### src/rtl/fifo_pkg.sv
// fifo_pkg: default FIFO dimensions and a compile-time log2 helper.
package fifo_pkg;
    localparam int DATA_W_DEF = 16;
    localparam int DEPTH_DEF  = 8;
    function automatic int log2(input int n);
        int r;
        r = 0;
        while ((1 << r) < n) r++;
        return r;
    endfunction
endpackage

### src/rtl/fifo_mem.sv
// fifo_mem: storage array with one write port and one registered read port.
module fifo_mem #(
    parameter int DATA_W = 16,
    parameter int DEPTH  = 8,
    parameter int AW     = 3
) (
    input  logic              clk,
    input  logic              resetn,
    input  logic              we,
    input  logic [AW-1:0]     waddr,
    input  logic [DATA_W-1:0] wdata,
    input  logic              re,
    input  logic [AW-1:0]     raddr,
    output logic [DATA_W-1:0] rdata
);
    logic [DATA_W-1:0] mem [DEPTH];
    // Array is never reset so it can map onto a RAM macro.
    always_ff @(posedge clk) begin
        if (we) mem[waddr] <= wdata;
    end
    always_ff @(posedge clk or negedge resetn) begin
        if (!resetn) rdata <= '0;
        else if (re) rdata <= mem[raddr];
    end
endmodule

### src/rtl/param_fifo.sv
// param_fifo: synchronous FIFO with occupancy flags, thresholds and sticky error flags.
module param_fifo
    import fifo_pkg::*;
#(
    parameter int DATA_W = DATA_W_DEF,
    parameter int DEPTH  = DEPTH_DEF,
    localparam int AW    = log2(DEPTH)
) (
    input  logic              clk,
    input  logic              resetn,
    input  logic              wr_enb,
    input  logic [DATA_W-1:0] wr_data,
    input  logic              rd_enb,
    output logic [DATA_W-1:0] rd_data,
    output logic              rd_valid,
    input  logic [AW:0]       af_thresh,
    input  logic [AW:0]       ae_thresh,
    input  logic              clr_err,
    output logic [AW:0]       count,
    output logic              f_full,
    output logic              f_empty,
    output logic              f_almostfull,
    output logic              f_almostempty,
    output logic              f_overrun,
    output logic              f_underrun
);
    localparam logic [AW:0] DEPTH_C = (AW+1)'(DEPTH);
    logic [AW-1:0] wr_ptr, rd_ptr;
    logic          eff_read, eff_write;

    always_comb begin
        f_full        = count == DEPTH_C;
        f_empty       = count == '0;
        f_almostfull  = count >= af_thresh;
        f_almostempty = count <= ae_thresh;
        eff_read      = rd_enb & ~f_empty;
        eff_write     = wr_enb & (~f_full | eff_read);
    end

    // Error flags stay set when a new error coincides with clr_err.
    always_ff @(posedge clk or negedge resetn) begin
        if (!resetn) begin
            wr_ptr     <= '0;
            rd_ptr     <= '0;
            count      <= '0;
            rd_valid   <= 1'b0;
            f_overrun  <= 1'b0;
            f_underrun <= 1'b0;
        end else begin
            wr_ptr     <= wr_ptr + AW'(eff_write);
            rd_ptr     <= rd_ptr + AW'(eff_read);
            count      <= count + (AW+1)'(eff_write) - (AW+1)'(eff_read);
            rd_valid   <= eff_read;
            f_overrun  <= (f_overrun & ~clr_err) | (wr_enb & ~eff_write);
            f_underrun <= (f_underrun & ~clr_err) | (rd_enb & ~eff_read);
        end
    end

    fifo_mem #(.DATA_W(DATA_W), .DEPTH(DEPTH), .AW(AW)) u_mem (
        .clk    (clk),
        .resetn (resetn),
        .we     (eff_write),
        .waddr  (wr_ptr),
        .wdata  (wr_data),
        .re     (eff_read),
        .raddr  (rd_ptr),
        .rdata  (rd_data)
    );
endmodule
### config.mk
export PLATFORM = sky130hd
export DESIGN_NAME = param_fifo
export DESIGN_NICKNAME = d
export VERILOG_FILES = /design/src/rtl/fifo_pkg.sv /design/src/rtl/fifo_mem.sv /design/src/rtl/param_fifo.sv
export SDC_FILE = /design/constraint.sdc
export NUM_CORES = 1
export LEC_CHECK = 0
export ABC_CLOCK_PERIOD_IN_PS = 4000
export BUFFER_PORTS_ARGS = -buffer_cell sky130_fd_sc_hd__buf_2
export CORE_MARGIN = 5
export CORE_UTILIZATION = 45
export DETAILED_ROUTE_END_ITERATION = 8
export PLACE_DENSITY_LB_ADDON = 0.2
export SLEW_MARGIN = 15
export SYNTH_ARGS = -nofsm -noshare
export SYNTH_HDL_FRONTEND = slang
export SYNTH_SLANG_ARGS = --single-unit
### constraint.sdc
create_clock -name clk -period 4 [get_ports clk]
set_input_delay 0 -clock clk [delete_from_list [all_inputs] [get_ports clk]]
set_output_delay 0 -clock clk [all_outputs]
set_load 0.1 [all_outputs]
==> results of run 1 <==
per-layer routing:
| metal | global-route usage | part of all wire |
|---|---|---|
| met1 | 0.210 | 0.44 |
| met2 | 0.266 | 0.49 |
| met3 | 0.0465 | 0.052 |
| met4 | 0.0581 | 0.013 |
| met5 | 0 | 0 |
final cells by class:
cell class | instances | area share
clock buffers | 18 | 0.0567
flip-flops and latches | 157 | 0.604
repair buffers | 87 | 0.0751
well taps | 180 | 0.0298
inverters | 18 | 0.00926
clock inverters | 13 | 0.0134
multi-input cells | 205 | 0.212
power by group:
part | leakage, nW | switching [mW] | internal, mW | total, mW
combinational | 1.29 | 1.67 | 0.673 | 2.35
sequential | 1.51 | 0.340 | 2.12 | 2.46
clock | 0.244 | 0.609 | 0.840 | 1.45
logic make-up (layout without fill, tap and decap cells):
| kind of cell | after synthesis | in the layout | share of synthesized area |
|---|---|---|---|
| buffers and inverters | 35 | 136 | 0.0333 |
| AND/OR/NAND/NOR | 76 | 76 | 0.0553 |
| adder cells (fa/ha/maj) | 19 | 19 | 0.0386 |
| flip-flops | 157 | 157 | 0.719 |
| AO/OA/AOI/OAI | 42 | 42 | 0.0480 |
| multiplexers | 64 | 64 | 0.101 |
| XOR/XNOR | 4 | 4 | 0.00551 |
what timing repair did:
item,4_1_cts,5_1_grt
hold endpoints to repair,160,0
hold buffers,21,0
setup endpoints to repair,0,0
Yosys cell counts, drive strengths merged:
library cell,instances,area [um^2]
ha,18,225
nor3b,2,20.0
nor2b,3,18.8
nand2b,6,40.0
xor2,3,26.3
nand3,17,85.1
inv,18,70.1
a21o,4,30.0
xnor2,1,8.76
a22oi,32,240
fa,1,20.0
edfxtp,128,3840
dfrtp,29,726
nor2,7,26.3
o21ai,3,15.0
nand2,37,139
nor3,2,10.0
o21a,2,15.0
buf,14,126
nand4,1,6.26
clkbuf,3,15.0
a21oi,1,5.00
mux2i,64,641
and2,1,6.26
sequential cells by signal (all words and copies together) (netlist names):
register,flops
u_mem.rdata,16
count,4
wr_ptr,3
u_mem.mem,128
f_underrun,1
rd_ptr,3
rd_valid,1
f_overrun,1
path summary, 6_finish.rpt:
path / start / cells after the start / slack (ns) / end
max: count[2] / 12 / 1.31 / count[2]
min: resetn / 2 / 0.19 / count[1]
max in group asynchronous: resetn / 2 / 3.26 / rd_ptr[0]
max reg2reg: count[2] / 12 / 1.31 / count[2]
min reg2reg: u_mem.rdata[14] / 2 / 0.47 / u_mem.rdata[14]
min in group clk: clr_err / 3 / 0.34 / f_underrun
per-stage QoR:
| stage | area, um^2 | setup TNS (ns) | hold slack [ns] | setup slack (ns) | std cells |
|---|---|---|---|---|---|
| floorplan | 6370 | -0.0181 | -0.296 | -0.0181 | 397 |
| global placement | 6830 | 0 | 0.0973 | 1.38 | 626 |
| detailed placement | 6830 | 0 | 0.112 | 1.29 | 626 |
| CTS | 7570 | 0 | 0.203 | 1.27 | 678 |
| global route | 7570 | 0 | 0.257 | 1.09 | 678 |
| finish | 7570 | 0 | 0.186 | 1.31 | 678 |
worst reg2reg max path, stage by stage (launching register included):
cell and delay [ns]:
dfrtp_1 0.41, inv_1 0.12, ha_1 0.17, nor3b_4 0.20, nand2b_1 0.13, buf_4 0.27
inv_4 0.17, ha_1 0.33, inv_1 0.06, ha_1 0.16, inv_1 0.06, fa_1 0.38
xnor2_1 0.13
==> results.json, run 1 <==
{
  "status": "complete, no violations",
  "cts_resized": 0,
  "multi_input_area_um2": 1600,
  "maxSlewHeadroom": 0.207,
  "critical_path_arrival_ns": 3.00,
  "fmax_ghz": 0.372,
  "syn2layout_area_growth_pct": 19.0,
  "yosysWarnings": 0,
  "final.period_utilization": 0.673,
  "gp_congestion": 0.741,
  "rsz0062_at_grt": "false",
  "numCtsBuffers": 17,
  "hold_viol_final": 0,
  "drive_gt1_frac": 0.203,
  "diodes": 0,
  "die_area_um2": 16600,
  "rows": 43,
  "num_vias": 3546,
  "synth_cell_types": 30,
  "cts.clk_slew.worst_paths_ns": 0.06,
  "worst_clock_skew_ns": 0.00473,
  "die_w_um": 129,
  "wl_um": 12400,
  "cp_num_buf_inv": 5,
  "power.total_mw": 6.26,
  "synthesis.nets": 445,
  "hold_class": "input port to async pin",
  "worstPathRequired_ns": 4.31,
  "io_buffers": 55,
  "cts_tree": "done",
  "final_antenna_net_count": 0,
  "synth-seq-cells": 157,
  "crit_type": "register to register",
  "critPathSlowestCell": "dfrtp_1",
  "worstPathCellList": "inv_1, ha_1, nor3b_4, nand2b_1, buf_4, inv_4, ha_1, inv_1, ha_1, inv_1, fa_1, xnor2_1",
  "ios": 56,
  "final_util": 0.545,
  "layout_common_cells": "edfxtp_1 (128), mux2i_1 (64), buf_2 (55), nand2_1 (37), a22oi_1 (32)",
  "nNetsFinal": 534,
  "crit_family": "adder cells",
  "syn_avg_cell_area_um2": 16.0,
  "cts_buffer_depth": 2,
  "h-tree-depth": 4,
  "initial_core_util": 0.458,
  "final_common_cell": "edfxtp_1",
  "endpoint_kind": "register",
  "grt_max_degree": 66,
  "clkLatencyLatePin_ns": 0.42,
  "cts_setup_buffers": 0,
  "max_stage_delay_ns": 0.41,
  "power-per-cell-area_nw_per_um2": 827,
  "yosysSeqAreaShare": 0.719,
  "antenna_found_initial": 0,
  "fillerInstances": 1127,
  "drc": 0,
  "regArea_um2": 4570,
  "grt_pass1_wl_um": 20100,
  "wire_per_inst_um": 18.3,
  "drv_slew": 0,
  "synth_cells": 397,
  "worst_slew_pin_slew_ns": 1.19,
  "cp-start-kind": "register",
  "syn_area_um2": 6360,
  "die_h_um": 129,
  "drt_iter0_drc": 225,
  "grt_pass1_vias": 3692,
  "viasPerCell": 5.23,
  "grt_usage": 0.163,
  "p_leak_nw": 3.04,
  "crit_fanout": 19,
  "clkSinkCount": 157,
  "coreArea_um2": 13900,
  "overflow": 0,
  "setup_viol": 0,
  "ctsRootBufferMaster": "clkbuf_16",
  "ir_drop_uv": 542,
  "drt_first_pass_iters": 4,
  "hpwl_um": 7660,
  "layout_min_cycle_time_ns": 2.69,
  "cap_viol_max_count": 0
}
Power figures use the tool's default switching activity.
==> inputs of run 2 (changes only) <==
--- a/config.mk
+++ b/config.mk
@@ -5,7 +5,7 @@
 export SDC_FILE = /design/constraint.sdc
 export NUM_CORES = 1
 export LEC_CHECK = 0
-export ABC_CLOCK_PERIOD_IN_PS = 4000
+export ABC_CLOCK_PERIOD_IN_PS = 2800
 export BUFFER_PORTS_ARGS = -buffer_cell sky130_fd_sc_hd__buf_2
 export CORE_MARGIN = 5
 export CORE_UTILIZATION = 45
==> constraint.sdc (replaced) <==
create_clock -name clk -period 2.8 [get_ports clk]
set_input_delay 0 -clock clk [delete_from_list [all_inputs] [get_ports clk]]
set_output_delay 0 -clock clk [all_outputs]
set_load 0.1 [all_outputs]
==> run 2 against run 1 <==
Final cell count grew 1.3%. First-iteration DRC count decreased by 16%. Via count grew 0.42%. Largest cell class unchanged. Critical path depth is 1 lower. Register-to-register slack lost 0.76 ns. Hold slack improved by 0.0074 ns. Flip-flop and latch count unchanged. Clock skew barely moved. Setup slack got worse by 0.76 ns. Critical path type unchanged. Power is 51% higher.
==> results.json, run 2 (synthesized netlist as in run 1, its figures left out) <==
{
  "netSwitchingPower_mw": 3.83,
  "grt_pass1_wl_um": 19600,
  "routed.top_layer": "met4",
  "met1_length_um": 5550,
  "worstPathRequired_ns": 3.10,
  "gp_congestion": 0.755,
  "setup_viol": 0,
  "final.period_utilization": 0.803,
  "drive_gt1_frac": 0.252,
  "grt_max_degree": 62,
  "grt_usage": 0.160,
  "status": "complete, no violations",
  "die_area_um2": 16600,
  "setup_slack_ns": 0.553,
  "wire_per_inst_um": 18.0,
  "wl_met3_um": 663,
  "final_common_cell": "edfxtp_1",
  "fmax_ghz": 0.445,
  "grt_pass1_vias": 3553,
  "power-per-cell-area_nw_per_um2": 1210,
  "numCtsBuffers": 17,
  "ctsRootBufferMaster": "clkbuf_16",
  "wl_met2_um": 5950,
  "hold_class": "input port to async pin",
  "hold_buffers": 21,
  "p_int_mw": 5.62,
  "coreArea_um2": 13900,
  "maxSlewHeadroom": 0.411,
  "crit_fanout": 19,
  "crit_start": "count[3]",
  "overflow": 0,
  "cap_viol_max_count": 0,
  "ir_drop_uv": 662,
  "cp-start-kind": "register",
  "pwr-share-seq": 0.350,
  "antenna_found_initial": 0,
  "layout_common_cells": "edfxtp_1 (128), mux2i_1 (64), buf_2 (55), nand2_1 (37), a22oi_1 (32)",
  "worst_slew_pin_slew_ns": 0.883,
  "initial_core_util": 0.458,
  "worst_clock_skew_ns": 0.00479,
  "p_sw_frac": 0.406,
  "cts_tree": "done",
  "final_area_um2": 7810,
  "top_regs": "u_mem.mem x128, u_mem.rdata x16, count x4",
  "drv_slew": 0,
  "drc": 0,
  "wl_um": 12400,
  "crit_type": "register to register",
  "h-tree-depth": 4,
  "p_leak_nw": 3.13,
  "clkSinkCount": 157,
  "pre_cts_ws_ns": 0.539,
  "rows": 43,
  "clkLatencyLatePin_ns": 0.41,
  "die_w_um": 129,
  "rsz0062_at_grt": "false",
  "final_antenna_net_count": 0,
  "endpoint_kind": "register",
  "critical_path_arrival_ns": 2.55,
  "drt_first_pass_iters": 4,
  "power_frac_comb": 0.395,
  "largest-register": "u_mem.mem",
  "clkPwrFrac": 0.255,
  "drt_iter0_drc": 188,
  "reg2reg_from": "count[3]",
  "syn2layout_area_growth_pct": 22.9,
  "layout_min_cycle_time_ns": 2.25,
  "viasPerCell": 5.18,
  "io_buffers": 55,
  "cts_resized": 0,
  "diodes": 0,
  "ios": 56,
  "nNetsFinal": 542,
  "dpl_cell_area_um2": 6970,
  "fillerInstances": 1098,
  "largest_reg_flops": 128,
  "num_vias": 3561,
  "cts_setup_buffers": 0,
  "hpwl_um": 7480,
  "cts.clk_slew.worst_paths_ns": 0.06,
  "die_h_um": 129,
  "hold_viol_final": 0,
  "cts_buffer_depth": 2
}
-- run 2: cell types whose count changed in the layout (fill, tap and decap cells not counted), sizes merged --
cell      delta
bufinv       +3
inv          +1
buf          +8
clkinvlp     -1
clkinv       -2
-- run 2: final cells by class --
type | count | area (um^2) | share of cell area
multi-input combinational | 205 | 1660 | 0.212
tap | 180 | 225 | 0.0288
clock buffer | 18 | 439 | 0.0562
sequential | 157 | 4580 | 0.587
clock inverter | 14 | 190 | 0.0243
inverter | 18 | 75.1 | 0.00961
timing repair buffer | 95 | 641 | 0.0820
-- run 2: worst paths after layout --
kind	endpoint	slack, ns	cells past startpoint
worst max-delay path	count[2]	0.55	11
worst min-delay path	u_mem.rdata[13]	0.19	2
worst max register to register	count[2]	0.55	11
worst min register to register	u_mem.rdata[4]	0.47	2
max in group asynchronous	count[3]	2.06	2
min in group clk	f_overrun	0.34	3
-- run 2: through the flow --
stage / util / instances / power, mW / TNS, ns / hold WS (ns)
floorplan: - / 397 / 6.32 / -1.85 / -0.296
global placement: 0.502 / 634 / 7.04 / 0 / 0.108
detailed placement: 0.502 / 634 / 7.10 / 0 / 0.114
CTS: 0.563 / 687 / 9.54 / 0 / 0.201
global route: 0.563 / 687 / 9.94 / 0 / 0.257
finish: 0.563 / 687 / 9.45 / 0 / 0.193
-- run 2: routing by layer --
layer | up-vias | GRT usage
li1 | 1682 | -
met1 | 1771 | 0.214
met2 | 93 | 0.254
met3 | 15 | 0.0403
met4 | 0 | 0.0593
met5 | - | 0
-- run 2: critical path, cell delays in order, from the launching register on --
cell and delay, ns:
dfrtp_4 0.50, inv_2 0.08, ha_4 0.13, nor3b_4 0.20
nand2b_4 0.18, inv_6 0.09, ha_4 0.22, inv_2 0.06
ha_4 0.12, inv_2 0.03, fa_1 0.37, xnor2_1 0.14
-- run 2: power by group through the flow --
| stage | combinational, mW | sequential [mW] | clock (mW) |
|---|---|---|---|
| after floorplan | 1.87 | 4.44 | 0 |
| after global placement | 3.70 | 3.34 | 0 |
| after detailed placement | 3.74 | 3.36 | 0 |
| after CTS | 3.77 | 3.32 | 2.45 |
| after global routing | 4.00 | 3.37 | 2.57 |
| final | 3.73 | 3.31 | 2.41 |
==> inputs of run 3 (changes only) <==
--- a/config.mk
+++ b/config.mk
@@ -5,7 +5,7 @@
 export SDC_FILE = /design/constraint.sdc
 export NUM_CORES = 1
 export LEC_CHECK = 0
-export ABC_CLOCK_PERIOD_IN_PS = 2800
+export ABC_CLOCK_PERIOD_IN_PS = 2140
 export BUFFER_PORTS_ARGS = -buffer_cell sky130_fd_sc_hd__buf_2
 export CORE_MARGIN = 5
 export CORE_UTILIZATION = 45
==> constraint.sdc (replaced) <==
create_clock -name clk -period 2.14 [get_ports clk]
set_input_delay 0 -clock clk [delete_from_list [all_inputs] [get_ports clk]]
set_output_delay 0 -clock clk [all_outputs]
set_load 0.1 [all_outputs]
==> run 3 against run 2 <==
Critical path depth unchanged. Sequential power rose by 33%. Fmax increased by 6.8%. Die area stayed put. Combinational power up 39%. Register-to-register slack worse by 0.52 ns. Count of clock-buffer cells in the layout up 2. Global-route usage is 0.49 points higher. Non-clock buffer count grew 12. Setup slack got worse by 0.52 ns. Wire length is 4.3% higher. Clock skew grew 0.0029 ns.
==> results.json, run 3 (synthesized netlist as in run 1, its figures left out) <==
{
  "p_leak_nw": 3.24,
  "layout_common_cells": "edfxtp_1 (128), mux2i_1 (64), buf_2 (53), nand2_1 (35), a22oi_1 (32)",
  "final_antenna_net_count": 0,
  "worstPathCellList": "inv_4, ha_4, nor3b_4, nand2b_4, inv_6, ha_4, inv_2, ha_4, inv_2, fa_1, inv_1",
  "largest-register": "u_mem.mem",
  "endpoint_kind": "register",
  "clkSinkCount": 157,
  "layout_min_cycle_time_ns": 2.10,
  "io_buffers": 55,
  "maxSlewHeadroom": 0.488,
  "final.period_utilization": 0.983,
  "drt_iter0_drc": 293,
  "die_h_um": 129,
  "grt_max_degree": 30,
  "drt_first_pass_iters": 4,
  "crit_fanout": 3,
  "cap_viol_max_count": 0,
  "largest_reg_flops": 128,
  "worstPathRequired_ns": 2.46,
  "cts_tree": "done",
  "critPathSlowestCell": "dfrtp_4",
  "die_area_um2": 16600,
  "fillerInstances": 1091,
  "cpMostUsedCell": "ha_4",
  "rows": 43,
  "status": "complete, no violations",
  "fmax_ghz": 0.475,
  "drive_gt1_frac": 0.285,
  "setup_viol": 0,
  "ctsRootBufferMaster": "clkbuf_16",
  "drc": 0,
  "overflow": 0,
  "cp-start-kind": "register",
  "h-tree-depth": 4,
  "num_vias": 3584,
  "grt_usage": 0.165,
  "final_common_cell": "edfxtp_1",
  "cts_buffer_depth": 2,
  "coreArea_um2": 13900,
  "clkLatencyLatePin_ns": 0.42,
  "gp_congestion": 0.770,
  "nNetsFinal": 554,
  "wire_per_inst_um": 18.5,
  "hpwl_um": 7860,
  "ir_drop_uv": 879,
  "numCtsBuffers": 17,
  "wl_um": 12900,
  "grt_pass1_vias": 3583,
  "hold_slack_ns": 0.192,
  "diodes": 0,
  "hold_viol_final": 0,
  "antenna_found_initial": 0,
  "initial_core_util": 0.458,
  "cts.clk_slew.worst_paths_ns": 0.06,
  "worst_slew_pin_slew_ns": 0.768,
  "setup_tns_ns": 0,
  "max_stage_delay_ns": 0.50,
  "rsz0062_at_grt": "true",
  "grt_pass1_wl_um": 19900,
  "power-per-cell-area_nw_per_um2": 1580,
  "critical_path_arrival_ns": 2.42,
  "crit_type": "register to register",
  "hold_class": "input port to async pin",
  "top_regs": "u_mem.mem x128, u_mem.rdata x16, count x4",
  "ios": 56,
  "worst_clock_skew_ns": 0.00767,
  "syn2layout_area_growth_pct": 27.1,
  "die_w_um": 129,
  "drv_slew": 0,
  "viasPerCell": 5.13
}
-- run 3: stage by stage --
| stage | instances | total power [mW] | cell area (um^2) | utilization | setup WS [ns] |
|---|---|---|---|---|---|
| global route | 699 | 13.4 | 8080 | 0.582 | -0.0952 |
| global placement | 645 | 9.55 | 7230 | 0.521 | 0.0544 |
| finish | 699 | 12.8 | 8080 | 0.582 | 0.0362 |
| floorplan | 397 | 8.39 | 6540 | - | -1.20 |
| detailed placement | 645 | 9.65 | 7230 | 0.521 | 0.00875 |
| CTS | 699 | 12.9 | 8080 | 0.582 | 0.0187 |
-- run 3: cell type report --
cell class	count	area, um^2	area share
inverters	18	80.1	0.00991
repair buffers	107	821	0.102
multi-input cells	205	1750	0.216
clock inverters	12	193	0.0238
flip-flops and latches	157	4580	0.567
well taps	180	225	0.0279
clock buffers	20	437	0.0540
-- run 3: critical path: cells and delay by family (launching register included) --
| kind | cells | cell delay [ns] |
|---|---|---|
| adders and majority gates | 4 | 0.91 |
| buffers and inverters | 5 | 0.24 |
| DFF | 1 | 0.50 |
| and+or+nand+nor | 2 | 0.36 |
-- run 3: per-layer routing --
| layer | share of wire | routed length (um) | global-route usage | vias to the layer above |
|---|---|---|---|---|
| li1 | - | - | - | 1708 |
| met1 | 0.45 | 5800 | 0.217 | 1776 |
| met2 | 0.48 | 6220 | 0.266 | 88 |
| met3 | 0.053 | 688 | 0.0461 | 12 |
| met4 | 0.015 | 190 | 0.0556 | 0 |
| met5 | 0 | 0 | 0 | - |
-- run 3: worst paths after layout --
path,start,endpoint,slack [ns],cells past startpoint
worst max-delay path,count[3],count[1],0.04,11
min in group clk,clr_err,f_overrun,0.31,3
worst max register to register,count[3],count[1],0.04,11
max in group asynchronous,resetn,rd_ptr[0],1.38,2
worst min register to register,u_mem.rdata[3],u_mem.rdata[3],0.47,2
worst min-delay path,resetn,count[1],0.19,2
-- run 3: where the power goes --
group          leakage, nW  switching [mW]  internal [mW]
sequential            1.51           0.426           3.99
combinational         1.43            3.56           1.63
clock                0.302            1.13           2.06
-- run 3: what timing repair did --
item	in CTS	in global routing
endpoints found under the setup margin	2	8
buffers inserted	2	0
resized for setup	1	1
pin swaps	0	1
hold endpoints to repair	159	0
hold buffers	20	0
